$ cat config.mk
export PLATFORM = sky130hd
export DESIGN_NAME = slurm_cpu_fetch_queue
export DESIGN_NICKNAME = d
export VERILOG_FILES = /design/src/rtl/slurm_cpu_fetch_queue.sv
export SDC_FILE = /design/constraint.sdc
export NUM_CORES = 1
export LEC_CHECK = 0
export ABC_CLOCK_PERIOD_IN_PS = 4000
export CAP_MARGIN = 20
export CORE_UTILIZATION = 49
export DETAILED_ROUTE_END_ITERATION = 7
export PLACE_DENSITY = 0.76
export SLEW_MARGIN = 30
export SYNTH_ARGS = -nofsm -noshare
export SYNTH_HDL_FRONTEND = slang
export SYNTH_SLANG_ARGS = --single-unit
$ cat constraint.sdc
create_clock -name CLK -period 4 [get_ports CLK]
set_clock_uncertainty 0.2 [all_clocks]
set_input_delay 0.4 -clock CLK [delete_from_list [all_inputs] [get_ports CLK]]
set_output_delay 0.4 -clock CLK [all_outputs]
set_load 0.05 [all_outputs]
$ cat src/rtl/slurm_cpu_fetch_queue.sv
// Instruction prefetch queue: issues sequential fetches ahead of decode and
// buffers up to DEPTH {instruction, address} pairs for pipeline stage 0.
module slurm_cpu_fetch_queue #(
  parameter int BITS         = 16,
  parameter int ADDRESS_BITS = 16,
  parameter int DEPTH        = 4,
  parameter int PC_INCR      = 2,
  parameter int RESET_VECTOR = 0
) (
  input  logic                      CLK,
  input  logic                      RST,
  output logic [ADDRESS_BITS-1:0]   mem_address,
  output logic                      mem_valid,
  input  logic                      mem_ready,
  input  logic [BITS-1:0]           mem_in,
  input  logic                      load_pc,
  input  logic [ADDRESS_BITS-1:0]   pc_in,
  input  logic                      halt,
  input  logic                      wake,
  output logic [BITS-1:0]           instr_out,
  output logic [ADDRESS_BITS-1:0]   instr_pc,
  output logic [ADDRESS_BITS-1:0]   instr_pc_plus,
  output logic                      instr_valid,
  input  logic                      instr_ready,
  output logic                      halted,
  output logic [$clog2(DEPTH):0]    occupancy
);

  localparam int PW = $clog2(DEPTH);
  localparam int CW = PW + 1;
  localparam logic [CW-1:0]           DEPTH_C = CW'(DEPTH);
  localparam logic [ADDRESS_BITS-1:0] INCR_C  = ADDRESS_BITS'(PC_INCR);
  localparam logic [ADDRESS_BITS-1:0] RESET_C = ADDRESS_BITS'(RESET_VECTOR);

  typedef enum logic {
    FETCH_RUN,
    FETCH_HALTED
  } fetch_state_t;

  fetch_state_t state, state_next;

  logic [ADDRESS_BITS-1:0] fetch_pc;
  logic [ADDRESS_BITS-1:0] tag_addr;
  logic                    inflight;
  logic [CW-1:0]           count;
  logic [PW-1:0]           rd_ptr;
  logic [PW-1:0]           wr_ptr;

  logic [BITS-1:0]         data_q [DEPTH];
  logic [ADDRESS_BITS-1:0] addr_q [DEPTH];

  logic accept;
  logic push;
  logic pop;

  // Halt/wake control; wake has priority when both pulse together.
  always_ff @(posedge CLK) begin
    if (RST) state <= FETCH_RUN;
    else     state <= state_next;
  end

  always_comb begin
    state_next = state;
    if (wake)      state_next = FETCH_RUN;
    else if (halt) state_next = FETCH_HALTED;
  end

  assign halted = (state == FETCH_HALTED);

  // Issue is gated on buffered plus in-flight words so the FIFO cannot overflow.
  assign occupancy   = count + CW'(inflight);
  assign mem_valid   = !halted && !load_pc && (occupancy < DEPTH_C);
  assign mem_address = fetch_pc;
  assign accept      = mem_valid && mem_ready;

  assign instr_valid = (count != '0);
  assign push        = inflight && !load_pc;
  assign pop         = instr_valid && instr_ready && !load_pc;

  always_ff @(posedge CLK) begin
    if (RST) begin
      fetch_pc <= RESET_C;
      tag_addr <= '0;
      inflight <= 1'b0;
    end else begin
      inflight <= accept;
      if (accept) tag_addr <= fetch_pc;
      if (load_pc)     fetch_pc <= pc_in;
      else if (accept) fetch_pc <= fetch_pc + INCR_C;
    end
  end

  always_ff @(posedge CLK) begin
    if (RST) begin
      rd_ptr <= '0;
      wr_ptr <= '0;
      count  <= '0;
    end else if (load_pc) begin
      rd_ptr <= wr_ptr;
      count  <= '0;
    end else begin
      if (push) wr_ptr <= wr_ptr + PW'(1);
      if (pop)  rd_ptr <= rd_ptr + PW'(1);
      case ({push, pop})
        2'b10:   count <= count + CW'(1);
        2'b01:   count <= count - CW'(1);
        default: count <= count;
      endcase
    end
  end

  // Storage needs no reset: entries are only visible through count.
  always_ff @(posedge CLK) begin
    if (push && !RST) begin
      data_q[wr_ptr] <= mem_in;
      addr_q[wr_ptr] <= tag_addr;
    end
  end

  assign instr_out     = instr_valid ? data_q[rd_ptr] : '0;
  assign instr_pc      = instr_valid ? addr_q[rd_ptr] : '0;
  assign instr_pc_plus = instr_pc + INCR_C;

endmodule

==> results of run 1 <==
==> kinds of logic (layout without fill, tap and decap cells) <==
kind of cell               after synthesis  after routing  synth area share, %
buffers and inverters                   41            165                 2.41
muxes                                   45             45                 11.2
AOI/OAI and AO/OA                       67             67                 5.45
DFF                                    171            171                 64.3
and+or+nand+nor                        179            179                 12.6
adders and majority gates               10             10                 1.81
xor gates and xnor gates                19             19                 2.27
==> path summary, 6_finish.rpt <==
kind,slack [ns],end,from
max,0.20,instr_pc_plus[10],register
min,0.29,tag_addr[7],tag_addr[7]
max reg2reg,1.34,mem_address[8],count[0]
min reg2reg,0.29,tag_addr[7],tag_addr[7]
==> Yosys cell counts (2+ instances only) <==
cell type / count / area share, %
mux2i_1: 9 / 1.2
or2_2: 2 / 0.17
nor3_1: 13 / 0.89
buf_4: 4 / 0.41
nand4_1: 6 / 0.51
xor2_1: 8 / 0.96
a32oi_1: 2 / 0.24
and2_1: 31 / 2.6
mux2_2: 7 / 1.1
edfxtp_1: 128 / 53
inv_1: 11 / 0.56
buf_2: 6 / 0.41
clkbuf_1: 18 / 0.92
ha_1: 9 / 1.5
o21ai_0: 12 / 0.82
nand3b_1: 4 / 0.41
nor2_1: 22 / 1.1
xnor2_1: 11 / 1.3
nor2b_1: 7 / 0.60
a21oi_1: 31 / 2.1
a31oi_1: 8 / 0.68
nand3_1: 15 / 1.0
mux4_2: 29 / 8.9
buf_1: 2 / 0.10
a211oi_1: 5 / 0.51
nand2_1: 61 / 3.1
and3_1: 6 / 0.51
dfxtp_1: 43 / 12
or3_1: 2 / 0.17
nand2b_1: 3 / 0.26
==> state kept, by name, summed over array words and instances, names as in the netlist, named ones only <==
name,count
data_q,64
halted,1
mem_address,16
rd_ptr,2
addr_q,64
count,3
inflight,1
wr_ptr,2
tag_addr,16
==> placed cells by master, fill, tap and decap left out, drive strengths merged, types with 8 or more instances in the layout <==
| master | netlist | final |
|---|---|---|
| clkbuf | 18 | 22 |
| buf | 12 | 20 |
| dfxtp | 43 | 43 |
| nor3 | 14 | 14 |
| nand2 | 61 | 61 |
| and2 | 31 | 31 |
| clkdlybuf4s50 | 0 | 100 |
| mux4 | 29 | 29 |
| mux2i | 9 | 9 |
| inv | 11 | 11 |
| o21ai | 12 | 12 |
| nand3 | 15 | 15 |
| a21oi | 31 | 31 |
| nor2 | 22 | 22 |
| xnor2 | 11 | 11 |
| xor2 | 8 | 8 |
| ha | 9 | 9 |
| a31oi | 8 | 8 |
| edfxtp | 128 | 128 |
==> cell type report <==
type,count,share of cell area [%]
Timing Repair Buffer,122,12.8
Inverter,11,0.446
Tap cell,184,2.49
Multi-Input combinational cell,320,26.7
Sequential cell,171,50.9
Clock inverter,10,1.53
Clock buffer,22,5.02
==> power breakdown <==
part | switching, mW | leakage [nW] | internal, mW
Clock | 0.641 | 0.279 | 1.01
Combinational | 0.135 | 1.32 | 0.115
Sequential | 0.0346 | 1.54 | 1.92
Total | 0.811 | 3.14 | 3.05
==> per-layer routing <==
| metal | share of wire, % | vias to the layer above |
|---|---|---|
| li1 | - | 2203 |
| met1 | 46 | 2286 |
| met2 | 46 | 190 |
| met3 | 6.6 | 15 |
| met4 | 1.0 | 0 |
| met5 | 0 | - |
==> worst register-to-register path: stages, from the launching register on <==
cell     delay (ns)
dfxtp_1        0.36
ha_1           0.20
ha_1           0.18
xor2_1         0.20
or4b_1         0.53
buf_4          0.23
or4_1          0.53
a31oi_1        0.17
==> timing repair <==
action / CTS / global route
setup buffers: 0 / 0
endpoints found under the hold margin: 0 / 0
hold buffers: 0 / 0
gates resized for setup: 3 / 2
setup endpoints to repair: 3 / 2
==> metrics.txt, run 1 <==
outcome=complete, no violations; Layout area overhead=26.4%; first-pass GRT wire length=23,700 microns; relative slew slack=63.1%; Starting Density=50.4%; #FFs+latches synth=171; Buffers on Ports=108; total chip power=3.86 mW; Hold Path Depth=2; layout cells sized above 1=14.9%; slowest CP cell=clkdlybuf4s50_1; instance count on the critical path=6; Final Max Tran Viols=0; largest net degree at the start of global routing=40; sequential cell area=4710 sq um; crit path cell chain=buf_6, nor4b_1, or2_2, nand4_1, mux2_2, clkdlybuf4s50_1; total track usage=19.9%; filler instances=1,083; pre-CTS WS=0.213 ns; Least-Margin Pin Slew=0.551 ns; GRT Max-Usage Layer=met2; Die Wd=124 microns; site row count=44; worst min-delay path category=register to register; Top delay family on crit path=buffers and inverters; M3 GR Usage=5.47%; synthesized area per cell=13.8 sq um; IO Pins=109; Ant. Diodes=0; vias=4,694; distinct cell type count after synthesis=47; leakage power=3.14 nW; Die ar.=15,400 sq um; met2 global-route usage=30.5%; FMAX=263 MHz; Setup crit end kind=output pin; CTS H-tree depth=4; area of the core=14,500 sq um; Residual DRC=0; Final WS setup=0.203 ns; post-DR wirelength/cell=17.6 microns; CP required=3.40 ns; clock buffer count from CTS=17; Iter 0 DRT Violations=317; Worst R2R Path Depth=7; area of placed instances=8640 sq um; final core occ=63.7%; drt total wl=14,700 microns; fraction of registers with async set/reset=0%; GR Overflow Total=0; min Tclk post-route=3.80 ns; WHS=0.295 ns; Vias/cell=5.59; DR pass1 iterations=5; Startpoint Class=register; number of routed nets with antenna violations=0; final hold violations=0; synthesized area=7320 sq um; Worst EP arrival=3.20 ns; met1 global-route usage=27.6%; Detailed Place HPWL=9870 microns; worst-path maximum fanout=26; critical path buffer and inverter count=2; Post-synth EDFFs=128; Clk pin slew, worst setup/hold paths=0.06 ns; Cells after Synth=532; Design Area, Final=9250 sq um; CTS tree=yes; vias in the first global route=4,643; Main synth FF type=edfxtp_1; Chip Height=124 microns; Inst Count DP=808; clock buffer depth=2; fin cells=840; initial antenna violation count=0; nets=692; area occupied by multi-input gates=2470 sq um; Worst path max stage delay=0.80 ns; RSZ-0062 raised after global routing=no; critical path type=register to output pin; Peak VDD IR=0.271 mV; Max-cap violations=0; syn nets=581; Skew-Pair Late Insertion Delay=0.43 ns; Yosys warnings=0; Seq/Total Area, Yosys=64.3%; root buffer cell=clkbuf_16; Final GP Congestion=0.829; setup violators final=0; PwrDens=417 nW/um^2; Fin Setup TNS=0 ns; crit share post-route=94.9%; Clock Sinks=171
(Power assumes the default switching activity.)
==> run 2: changes to the inputs <==
--- a/config.mk
+++ b/config.mk
@@ -9,6 +9,7 @@
 export CAP_MARGIN = 20
 export CORE_UTILIZATION = 49
 export DETAILED_ROUTE_END_ITERATION = 7
+export GPL_TIMING_DRIVEN = 0
 export PLACE_DENSITY = 0.76
 export SLEW_MARGIN = 30
 export SYNTH_ARGS = -nofsm -noshare
==> run 2 against run 1 <==
Effect of this change: clock power barely moved; highest routed layer unchanged; critical endpoint is now instr_pc_plus[6]; non-clock buffer count grew 24; register-to-register slack worse by 0.04 ns; combinational power rose by 8.0%.
==> metrics.txt, run 2 (synthesis results as in run 1) <==
outcome=complete, no violations; Clk pin slew, worst setup/hold paths=0.06 ns; vias in the first global route=4,930; most frequent cells in the layout=edfxtp_1, clkdlybuf4s50_1, nand2_1; clock buffer depth=2; relative slew slack=59.4%; biggest regs=addr_q: 64 flops, data_q: 64 flops; initial antenna violation count=0; crit share post-route=96.1%; PwrDens=409 nW/um^2; FMAX=260 MHz; Buffers on Ports=106; post-DR wirelength/cell=18.4 microns; commonest non-fill, non-tap cell in the layout=edfxtp_1; Layout area overhead=28.1%; leakage power=3.26 nW; Worst EP arrival=3.24 ns; area of the core=14,500 sq um; site row count=44; Setup crit end kind=output pin; CP required=3.40 ns; Max-cap violations=0; Final WS setup=0.157 ns; root buffer cell=clkbuf_16; first-pass GRT wire length=25,300 microns; total track usage=21.4%; met2 global-route usage=34.9%; Iter 0 DRT Violations=301; pre-CTS WS=-0.339 ns; Worst R2R Path Depth=11; GR Overflow Total=0; Skew-Pair Late Insertion Delay=0.42 ns; critical path type=register to output pin; min Tclk post-route=3.84 ns; setup violators final=0; nets=716; Starting Density=50.4%; number of routed nets with antenna violations=0; Final GP Congestion=0.838; Ant. Diodes=0; Detailed Place HPWL=11,200 microns; worst min-delay path category=primary input to register; Clock Sinks=171; GRT Max-Usage Layer=met2; Chip Height=124 microns; worst-path maximum fanout=10; vias=4,846; Hold Path Depth=2; DR pass1 iterations=5; IO Pins=109; largest net degree at the start of global routing=25; CTS H-tree depth=4; Final Max Tran Viols=0; layout cells sized above 1=16.5%; Die Wd=124 microns; drt total wl=15,900 microns; M3 GR Usage=5.65%; Startpoint Class=register; CTS tree=yes; RSZ-0062 raised after global routing=no; final hold violations=0; Vias/cell=5.61; clock buffer count from CTS=17; Fin Setup TNS=0 ns; Peak VDD IR=0.322 mV; Die ar.=15,400 sq um; Least-Margin Pin Slew=0.606 ns; Residual DRC=0; met1 global-route usage=27.7%
==> run 2: cell types whose count changed in the layout (fill, tap and decap cells not counted), sizes merged, moves of 2 or more <==
cell / change
inv: +6
clkinvlp: -3
clkinv: +2
clkdlybuf4s15: +2
buf: +3
clkdlybuf4s50: -5
dlygate4sd2: +2
clkbuf: +17
==> run 2: metal layers <==
metal	up-vias	routed length (microns)	share of wire, %
met4	0	246	1.5
li1	2253	-	-
met2	229	7650	48
met1	2343	6820	43
met5	-	0	0
met3	21	1190	7.5
==> run 2: repair_timing <==
action | CTS | global route
endpoints found under the hold margin | 0 | 0
pin swaps | 0 | 1
resized for setup | 22 | 13
hold buffers | 0 | 0
endpoints found under the setup margin | 21 | 9
buffers inserted | 0 | 2
==> run 2: metrics by stage <==
| stage | area, sq um | power, mW | util [%] | hold WS, ns | instances |
|---|---|---|---|---|---|
| finish | 9380 | 3.84 | 64.5 | 0.196 | 864 |
| global route | 9380 | 3.96 | 64.5 | 0.229 | 864 |
| CTS | 9380 | 3.86 | 64.5 | 0.186 | 862 |
| floorplan | 7350 | 2.14 | - | 0.260 | 532 |
| detailed placement | 8760 | 2.25 | 60.3 | 0.279 | 830 |
| global placement | 8640 | 2.24 | 59.5 | 0.272 | 822 |
==> run 2: cell type report <==
type | count | area, sq um
Fill cell | 1095 | 5150
Inverter | 11 | 41.3
Timing Repair Buffer | 116 | 1170
Tap cell | 184 | 230
Multi-Input combinational cell | 320 | 2500
Buffer | 30 | 143
Clock buffer | 18 | 429
Sequential cell | 171 | 4700
Clock inverter | 14 | 160
==> run 2: critical path, stage by stage (launching register included) <==
cell             delay, ns
dfxtp_1               0.32
buf_4                 0.20
buf_2                 0.31
buf_4                 0.29
mux4_2                0.60
nand3_1               0.15
xnor2_1               0.12
clkdlybuf4s50_1       0.81
==> run 2: worst paths after layout <==
check / startpoint / end / slack (ns)
min: RST / rd_ptr[0] / 0.20
min reg2reg: mem_address[0] / tag_addr[0] / 0.29
max: register / instr_pc_plus[6] / 0.16
max reg2reg: count[1] / count[1] / 1.30
==> run 2: power breakdown <==
part / switching (mW) / internal (mW) / leakage, nW
sequential: 0.0249 / 1.92 / 1.53
combinational: 0.154 / 0.117 / 1.44
clock: 0.694 / 0.934 / 0.286
total: 0.872 / 2.97 / 3.26
